$ cat config.mk
export PLATFORM = sky130hd
export DESIGN_NAME = stage_write_arb
export DESIGN_NICKNAME = d
export VERILOG_FILES = /design/src/rtl/stage_write_arb.sv
export SDC_FILE = /design/constraint.sdc
export NUM_CORES = 1
export LEC_CHECK = 0
export ABC_CLOCK_PERIOD_IN_PS = 5100
export CAP_MARGIN = 10
export CORE_AREA = 8 8 167 169
export CTS_CLUSTER_SIZE = 10
export DETAILED_ROUTE_END_ITERATION = 8
export DIE_AREA = 0 0 175 177
export PLACE_DENSITY = 0.65
export SYNTH_ARGS = -nofsm -noshare
export SYNTH_HDL_FRONTEND = slang
export SYNTH_SLANG_ARGS = --single-unit
export TNS_END_PERCENT = 20
$ cat constraint.sdc
create_clock -name clock -period 5.1 [get_ports clock]
set_input_delay 1.275 -clock clock [delete_from_list [all_inputs] [get_ports clock]]
set_output_delay 1.275 -clock clock [all_outputs]
set_load 0.02 [all_outputs]
$ cat src/rtl/stage_write_arb.sv
// Writeback arbiter: main pipe beats queued multdiv results, one registered write per cycle (1-cycle latency).
// md_ready drops only when the holding FIFO is full. Optional forwarding/FIFO-hit ports under WB_FWD_EN.
module stage_write_arb #(
  parameter int DATA_WIDTH  = 32,
  parameter int MD_DEPTH    = 4,
  parameter int RSTATUS_IDX = 30
) (
  input  logic                  clock,
  input  logic                  reset,
  input  logic                  mw_valid,
  input  logic [4:0]            opcode,
  input  logic [4:0]            ALU_op,
  input  logic [4:0]            rd,
  input  logic [DATA_WIDTH-1:0] ALU_result,
  input  logic [DATA_WIDTH-1:0] pc_plus_1,
  input  logic [DATA_WIDTH-1:0] q_dmem,
  input  logic                  exception,
  input  logic                  md_valid,
  output logic                  md_ready,
  input  logic [4:0]            md_rd,
  input  logic [DATA_WIDTH-1:0] md_result,
  input  logic                  md_exception,
`ifdef WB_FWD_EN
  output logic                  fwd_valid,
  output logic [4:0]            fwd_rd,
  output logic [DATA_WIDTH-1:0] fwd_data,
  output logic                  fifo_hit,
  output logic [DATA_WIDTH-1:0] fifo_data,
`endif
  output logic                  ctrl_writeEnable,
  output logic [4:0]            ctrl_writeReg,
  output logic [DATA_WIDTH-1:0] data_writeReg
);
  localparam int PW = $clog2(MD_DEPTH);
  localparam int CW = PW + 1;
  localparam logic [4:0] RSTAT = 5'(RSTATUS_IDX);
  localparam logic [CW-1:0] FULL_CNT = CW'(MD_DEPTH);
  localparam logic [DATA_WIDTH-1:0] ONE = DATA_WIDTH'(1);

  localparam logic [4:0] OP_R = 5'b00000, OP_ADDI = 5'b00101, OP_LW = 5'b01000;
  localparam logic [4:0] OP_JAL = 5'b00011, OP_SETX = 5'b10101;
  localparam logic [4:0] ALU_ADD = 5'b00000, ALU_SUB = 5'b00001;
  localparam logic [4:0] ALU_MUL = 5'b00110, ALU_DIV = 5'b00111;

  logic                  main_sel, exc_op;
  logic [4:0]            main_idx;
  logic [DATA_WIDTH-1:0] main_data;

  always_comb begin
    main_sel  = 1'b0;
    exc_op    = 1'b0;
    main_idx  = rd;
    main_data = ALU_result;
    if (mw_valid) begin
      case (opcode)
        OP_R: begin
          main_sel = 1'b1;
          exc_op   = (ALU_op == ALU_ADD) || (ALU_op == ALU_SUB) ||
                     (ALU_op == ALU_MUL) || (ALU_op == ALU_DIV);
        end
        OP_ADDI: begin
          main_sel = 1'b1;
          exc_op   = 1'b1;
        end
        OP_LW: begin
          main_sel  = 1'b1;
          main_data = q_dmem;
        end
        OP_JAL: begin
          main_sel  = 1'b1;
          main_idx  = 5'd31;
          main_data = pc_plus_1;
        end
        OP_SETX: begin
          main_sel = 1'b1;
          main_idx = RSTAT;
        end
        default: main_sel = 1'b0;
      endcase
      if (exc_op && exception) begin
        main_idx  = RSTAT;
        main_data = ONE;
      end
    end
  end

  logic [4:0]            fifo_rd  [MD_DEPTH];
  logic [DATA_WIDTH-1:0] fifo_res [MD_DEPTH];
  logic                  fifo_exc [MD_DEPTH];
  logic [CW-1:0]         wr_ptr, rd_ptr, count;
  logic                  empty, push, bypass, mem_push, mem_pop, md_sel;
  logic [4:0]            hd_rd, md_idx, sel_idx;
  logic [DATA_WIDTH-1:0] hd_res, md_data, sel_data;
  logic                  hd_exc;

  assign count    = wr_ptr - rd_ptr;
  assign empty    = (count == '0);
  assign md_ready = (count != FULL_CNT);
  assign push     = md_valid && md_ready;
  // An empty FIFO with a free slot hands the incoming result straight through.
  assign bypass   = empty && push && !main_sel;
  assign mem_push = push && !bypass;
  assign mem_pop  = !main_sel && !empty;
  assign md_sel   = !main_sel && (!empty || push);

  assign hd_rd    = empty ? md_rd        : fifo_rd[rd_ptr[PW-1:0]];
  assign hd_res   = empty ? md_result    : fifo_res[rd_ptr[PW-1:0]];
  assign hd_exc   = empty ? md_exception : fifo_exc[rd_ptr[PW-1:0]];
  assign md_idx   = hd_exc ? RSTAT : hd_rd;
  assign md_data  = hd_exc ? ONE : hd_res;
  assign sel_idx  = main_sel ? main_idx : md_idx;
  assign sel_data = main_sel ? main_data : md_data;

  always_ff @(posedge clock) begin
    if (mem_push) begin
      fifo_rd[wr_ptr[PW-1:0]]  <= md_rd;
      fifo_res[wr_ptr[PW-1:0]] <= md_result;
      fifo_exc[wr_ptr[PW-1:0]] <= md_exception;
    end
  end

  always_ff @(posedge clock or negedge reset) begin
    if (!reset) begin
      wr_ptr           <= '0;
      rd_ptr           <= '0;
      ctrl_writeEnable <= 1'b0;
      ctrl_writeReg    <= '0;
      data_writeReg    <= '0;
    end else begin
      if (mem_push) wr_ptr <= wr_ptr + CW'(1);
      if (mem_pop)  rd_ptr <= rd_ptr + CW'(1);
      ctrl_writeEnable <= (main_sel || md_sel) && (sel_idx != 5'd0);
      ctrl_writeReg    <= (main_sel || md_sel) ? sel_idx : 5'd0;
      data_writeReg    <= (main_sel || md_sel) ? sel_data : '0;
    end
  end

`ifdef WB_FWD_EN
  assign fwd_valid = ctrl_writeEnable;
  assign fwd_rd    = ctrl_writeReg;
  assign fwd_data  = data_writeReg;

  always_comb begin : hit_scan
    logic [PW-1:0] slot;
    fifo_hit  = 1'b0;
    fifo_data = '0;
    slot      = '0;
    // Oldest to youngest, so the last match wins.
    for (int i = 0; i < MD_DEPTH; i++) begin
      slot = rd_ptr[PW-1:0] + PW'(i);
      if ((CW'(i) < count) && ((fifo_exc[slot] ? RSTAT : fifo_rd[slot]) == rd)) begin
        fifo_hit  = 1'b1;
        fifo_data = fifo_exc[slot] ? ONE : fifo_res[slot];
      end
    end
  end
`endif
endmodule

==> run summary, run 1 <==
Headroom to the max-slew limit - 0.3978
Ports - 193
Combinational Power Share - 0.431
Total global routing overflow - 0
Synthesized area - 8678 sq um
CTS H-Tree Depth - 4
Max Freq - 265.6 MHz
Max VDD drop - 0.3177 mV
Die X - 175 um
Via count - 5,752
# rows - 59
Syn-to-layout area delta - 33.00%
Final ANT Viol Nets - 0
CTS tree - done
Status - complete, no violations
Tmin final - 3.765 ns
Crit-path max FO - 29
Commonest cells after routing, fill and taps aside - clkdlybuf4s50_1 (190), edfxtp_1 (152), a21oi_1 (46), dfrtp_1 (42), mux4_2 (38)
Seq pwr share - 0.363
Routed WL - 24,880 um
Deepest clock path buffer count - 2
Fin Setup TNS - 0 ns
Slew Limit Fails - 0
Wire per inst - 22.78 um
Syn_nets - 712
Syn Inst Count - 551
IO buf count - 191
Fraction of the cycle the final worst path needs - 0.7383
Largest net degree at the start of global routing - 45
Non-Filler Instances - 1,092
Total CTS buffers - 17
Clk pin slew, worst setup/hold paths - 0.07 ns
Main synth FF type - edfxtp_1
Root buffer cell - clkbuf_16
Final setup violating endpoints - 0
Clock sink count - 196
Latest clock arrival within the worst-skew pair - 0.43 ns
HP Class - flip-flop to flip-flop
Starting density of the core - 0.3408
Postcts setup bufs - 0
Die Y - 177 um
Detail Placement HPWL - 17,150 um
Pre-CTS setup slack - 0.8813 ns
Drt first pass iters - 5
Cell Pwr Density - 568.8 nW/um^2
Sequential-to-total area share from yosys stat - 0.6528
Critical setup path kind - input port to flip-flop
Setup Skew - 0.01232 ns
Final hold violation count - 0
Pint - 4.264 mW
Layout cells sized above 1 - 0.1706
Max_cap viols - 0
Placed cells - 1,059
Switching power - 2.302 mW
Least-Margin Pin Slew - 0.9033 ns
Post-CTS Resized - 0
Total Nets Final - 904
DRC violations left - 0
CP Capture Type - flip-flop
Total power - 6.566 mW
Core Box Area - 25,470 sq um
WP data required - 5.39 ns
Hold Buf Count CTS - 0
First-pass GRT wire length - 37,230 um
Vias per Instance - 5.267
FFs w/ async S/R, synth - 0.2245
Clk pwr share - 0.206
Commonest non-fill, non-tap cell in the layout - clkdlybuf4s50_1
Initial antenna violation count - 3
Setup ws final - 1.335 ns
Post-synth EDFFs - 152
RSZ-0062 raised after global routing - no
Vias in the first global route - 6,104
Flops & latches, synth - 196
DRT iter0 DRCs - 438
Synth Area per Inst - 15.75 sq um
Post-synthesis cell type count - 62
Hold WS - 0.5272 ns
Worst Setup Start Kind - input port
Die footprint - 30,980 sq um
Routability cong. - 0.7332
GR Util All Layers - 0.1611
Yosys warnings - 0
Leakage power - 3.982 nW
Worst EP arrival - 4.06 ns
Switching Share - 0.3506
path summary, 6_finish.rpt:
check                          start                 to  slack, ns  depth (start not counted)
max                        opcode[1]  data_writeReg[14]       1.33                          8
min                        rd_ptr[2]          rd_ptr[2]       0.53                          1
max reg2reg                wr_ptr[0]  data_writeReg[14]       2.10                          8
min reg2reg                rd_ptr[2]          rd_ptr[2]       0.53                          1
max in group asynchronous      reset          rd_ptr[1]       3.66                          2
min in group asynchronous      reset  data_writeReg[17]       0.95                          2
stage by stage:
step / util / instance area (sq um)
2_1_floorplan: - / 8678
4_1_cts: 0.4531 / 11540
3_3_place_gp: 0.4300 / 10950
6_report: 0.4532 / 11540
3_5_place_dp: 0.4300 / 10950
5_1_grt: 0.4532 / 11540
power groups by stage:
stage          registers [mW]  clock network, mW  logic (mW)
2_1_floorplan            2.56                  0        1.75
3_3_place_gp             2.40                  0        2.83
3_5_place_dp             2.42                  0        2.87
4_1_cts                  2.39               1.38        2.87
5_1_grt                  2.42               1.43        3.10
6_report                 2.38               1.35        2.83
cells in the mapped netlist, types with 2 or more instances:
cell	instances	area [sq um]
nor2b_1	2	12.51
nor2_1	19	71.32
o211ai_1	5	37.54
a21o_1	2	15.01
ha_1	7	87.58
or4_1	2	15.01
a22oi_1	20	150.1
a21oi_1	46	230.2
o22ai_1	4	25.02
mux4_2	38	855.8
o221ai_1	8	70.07
edfxtp_1	152	4564
xnor2_2	2	32.53
a22o_1	5	43.79
dfrtp_1	44	1101
nand3_1	8	40.04
buf_2	17	85.08
and2_1	8	50.05
a31oi_1	4	25.02
clkbuf_1	6	22.52
o21ai_0	15	75.07
inv_1	6	22.52
a211oi_1	12	90.09
buf_6	4	45.04
mux2_2	13	146.4
xnor2_1	4	35.03
a21oi_2	4	35.03
nor4_1	3	18.77
a221oi_1	6	52.55
o32a_1	3	30.03
and3_1	2	12.51
a2111oi_0	2	17.52
nand2_1	30	112.6
a221o_1	5	50.05
buf_4	7	52.55
o21ai_1	3	15.01
nor3_1	8	40.04
final cells by class:
| type | instances | area (sq um) |
|---|---|---|
| fillers | 2276 | 13930 |
| flip-flops and latches | 196 | 5668 |
| multi-input cells | 313 | 2775 |
| repair buffers | 209 | 2067 |
| clock buffers | 20 | 446.7 |
| well taps | 335 | 419.2 |
| clock inverters | 12 | 141.4 |
| inverters | 6 | 22.52 |
| diodes | 1 | 2.502 |
cells by family (layout without fill, tap and decap cells):
kind of cell	count (synthesis)	in the layout	share of synthesized area
flip-flops	196	196	0.6528
AO/OA/AOI/OAI	155	155	0.1236
AND/OR/NAND/NOR	91	91	0.05781
multiplexers	52	52	0.1166
buffers and inverters	42	247	0.02840
XOR/XNOR	8	8	0.01067
adder cells (fa/ha/maj)	7	7	0.01009
other	0	1	0
critical path, cell delays in order:
cell	delay (ns)
clkdlybuf4s50_1	0.69
nor4bb_4	0.12
a211oi_2	0.37
nand2b_4	0.30
buf_4	0.39
nand3_2	0.54
o21ai_0	0.28
a211oi_1	0.09
registers in the layout (all words and copies together), names as in the netlist:
| name | flops |
|---|---|
| ctrl_writeEnable | 1 |
| ctrl_writeReg | 5 |
| data_writeReg | 32 |
| fifo_exc | 4 |
| fifo_rd | 20 |
| fifo_res | 128 |
| rd_ptr | 3 |
| wr_ptr | 3 |
per-layer routing:
layer  vias up  wire, um  global-route usage
met5         -        27                   0
met2       164     12700              0.2752
met3        26      1675             0.04843
li1       2617         -                   -
met4         4       367             0.04592
met1      2941     10110              0.1948
No activity file was read; power rests on OpenSTA's default activity.
==> run 2, diff against run 1 <==
Settings changed: ABC_CLOCK_PERIOD_IN_PS 5100 to 3600.
Clock period 5.1 ns to 3.6 ns, I/O delays scaled along.
==> run 2 against run 1 <==
  * Register-to-register slack got worse by 1.2 ns
  * Global-route usage decreased by 0.11 points
  * Utilization increased by 0.82 points
  * Sequential cell count unchanged
  * Clock power is 47% higher
  * Combinational power up 47%
  * Via count increased by 0.12%
  * Clock skew down 0.0023 ns
  * Critical path type is now flip-flop to primary output
  * Largest cell class unchanged
==> run summary, run 2 (synthesis gave the netlist of run 1 again) <==
Status - complete, no violations
Worst EP arrival - 2.36 ns (-1.70 ns)
Total CTS buffers - 17 (unchanged)
Switching Share - 0.3483 (-0.002346)
Die X - 175 um (unchanged)
Hold Buf Count CTS - 0 (unchanged)
Layout cells sized above 1 - 0.1802 (+0.009522)
Fraction of the cycle the final worst path needs - 0.9055
DRT iter0 DRCs - 316 (-28%)
Max_cap viols - 0 (unchanged)
IO buf count - 191 (unchanged)
Critical setup path kind - flip-flop to primary output
Total Nets Final - 914 (+1.1%)
Final ANT Viol Nets - 0 (unchanged)
RSZ-0062 raised after global routing - no
CTS tree - done
Clk pin slew, worst setup/hold paths - 0.07 ns (about the same)
Cell family with most CP delay - buffers and inverters
DRC violations left - 0 (unchanged)
Die Y - 177 um (unchanged)
Setup ws final - 0.3403 ns (-0.9946 ns)
Routed WL - 24,710 um (-0.68%)
Routability cong. - 0.7905 (+7.8%)
Core Box Area - 25,470 sq um (unchanged)
Worst Path Buf+Inv - 2 (unchanged)
Largest net degree at the start of global routing - 41 (-8.9%)
Total global routing overflow - 0 (unchanged)
CP Capture Type - primary output
GR Util All Layers - 0.1600 (-0.001064)
Clk pwr share - 0.209 (+0.003)
Latest clock arrival within the worst-skew pair - 0.43 ns (about the same)
Commonest cells after routing, fill and taps aside - clkdlybuf4s50_1 (190), edfxtp_1 (152), a21oi_1 (46), dfrtp_1 (42), mux4_2 (38)
Final setup violating endpoints - 0 (unchanged)
Vias in the first global route - 6,158 (+0.88%)
Die footprint - 30,980 sq um (unchanged)
CP cell instances - inv_1 -> ha_1 -> nor2b_1 -> xnor2_2 -> nand2_1 -> clkdlybuf4s50_1
Tmin final - 3.260 ns
Drt first pass iters - 4 (-1)
Slowest-stage cell, CP - clkdlybuf4s50_1
Root buffer cell - clkbuf_16
HP Class - flip-flop to flip-flop
Crit-path max FO - 4 (-86%)
Via count - 5,759 (+0.12%)
Syn-to-layout area delta - 35.41%
Hold WS - 0.5304 ns (+0.003192 ns)
Max Freq - 306.8 MHz
Post-CTS Resized - 0 (unchanged)
Detail Placement HPWL - 17,350 um (+1.1%)
Slew Limit Fails - 0 (unchanged)
Combinational Power Share - 0.436 (+0.005)
Starting density of the core - 0.3408 (unchanged)
Setup Skew - 0.01001 ns (-0.002308 ns)
Initial antenna violation count - 2 (-1)
WP data required - 2.70 ns (-2.69 ns)
Wire per inst - 22.40 um (-1.7%)
Total power - 9.536 mW (+45%)
Pint - 6.215 mW (+46%)
Headroom to the max-slew limit - 0.3408 (-0.05700)
Switching power - 3.321 mW (+44%)
Final Util - 0.4614 (+0.008204)
Deepest clock path buffer count - 2 (unchanged)
Commonest non-fill, non-tap cell in the layout - clkdlybuf4s50_1
Least-Margin Pin Slew - 0.9887 ns (+0.08537 ns)
Pre-CTS setup slack - 0.04194 ns (-0.8394 ns)
Vias per Instance - 5.221 (-0.88%)
Postcts setup bufs - 0 (unchanged)
Seq pwr share - 0.355 (-0.008)
CTS H-Tree Depth - 4 (unchanged)
Fin Setup TNS - 0 ns (unchanged)
Critical path's largest stage delay - 0.57 ns (-0.12 ns)
First-pass GRT wire length - 37,340 um (+0.30%)
Clock sink count - 196 (unchanged)
Final hold violation count - 0 (unchanged)
Max VDD drop - 0.4368 mV (+37%)
Max FFs per register - 128 (unchanged)
Leakage power - 4.074 nW (+2.3%)
Ports - 193 (unchanged)
Worst Setup Start Kind - flip-flop
# rows - 59 (unchanged)
Cell Pwr Density - 811.5 nW/um^2 (+43%)
run 2: area by class of cell:
class	instances	area [sq um]
Timing Repair Buffer	219	2242
Tap cell	335	419.2
Clock buffer	17	425.4
Sequential cell	196	5668
Multi-Input combinational cell	313	2774
Inverter	6	22.52
Clock inverter	15	195.2
Antenna cell	2	5.005
Fill cell	2247	13720
run 2: worst paths after layout:
path,start,endpoint,slack (ns),cells after the start
worst max-delay path,wr_ptr[0],md_ready,0.34,6
worst min register to register,wr_ptr[2],wr_ptr[2],0.53,1
max in group asynchronous,reset,data_writeReg[21],2.28,2
min in group asynchronous,reset,ctrl_writeReg[1],0.58,1
worst min-delay path,wr_ptr[2],wr_ptr[2],0.53,1
worst max register to register,wr_ptr[0],data_writeReg[15],0.95,8
run 2: worst register-to-register path, cell delays in order, from the launching register on:
cell and delay, ns:
dfrtp_1 0.41, inv_1 0.16, ha_1 0.16, nor2b_1 0.31, xor2_2 0.33, nand2_4 0.27, nor2_4 0.54, a21oi_1 0.18
a211oi_1 0.21
run 2: metal layers:
layer	vias to the layer above	part of all wire	global-route usage
met2	157	0.52	0.2802
li1	2638	-	-
met5	-	0.00045	0
met4	2	0.013	0.04627
met3	19	0.058	0.04096
met1	2943	0.41	0.1921
run 2: power groups by stage:
stage / registers, mW / logic, mW / clock network (mW)
after global placement: 3.41 / 4.17 / 0
after floorplan: 3.63 / 2.47 / 0
after CTS: 3.39 / 4.23 / 2.03
final: 3.38 / 4.16 / 1.99
after global routing: 3.44 / 4.54 / 2.11
after detailed placement: 3.43 / 4.22 / 0
run 2: stage by stage:
step                instance area (sq um)  instances
finish                              11750       1103
global route                        11750       1102
CTS                                 11750       1101
detailed placement                  11130       1069
global placement                    11130       1069
floorplan                            8680        551
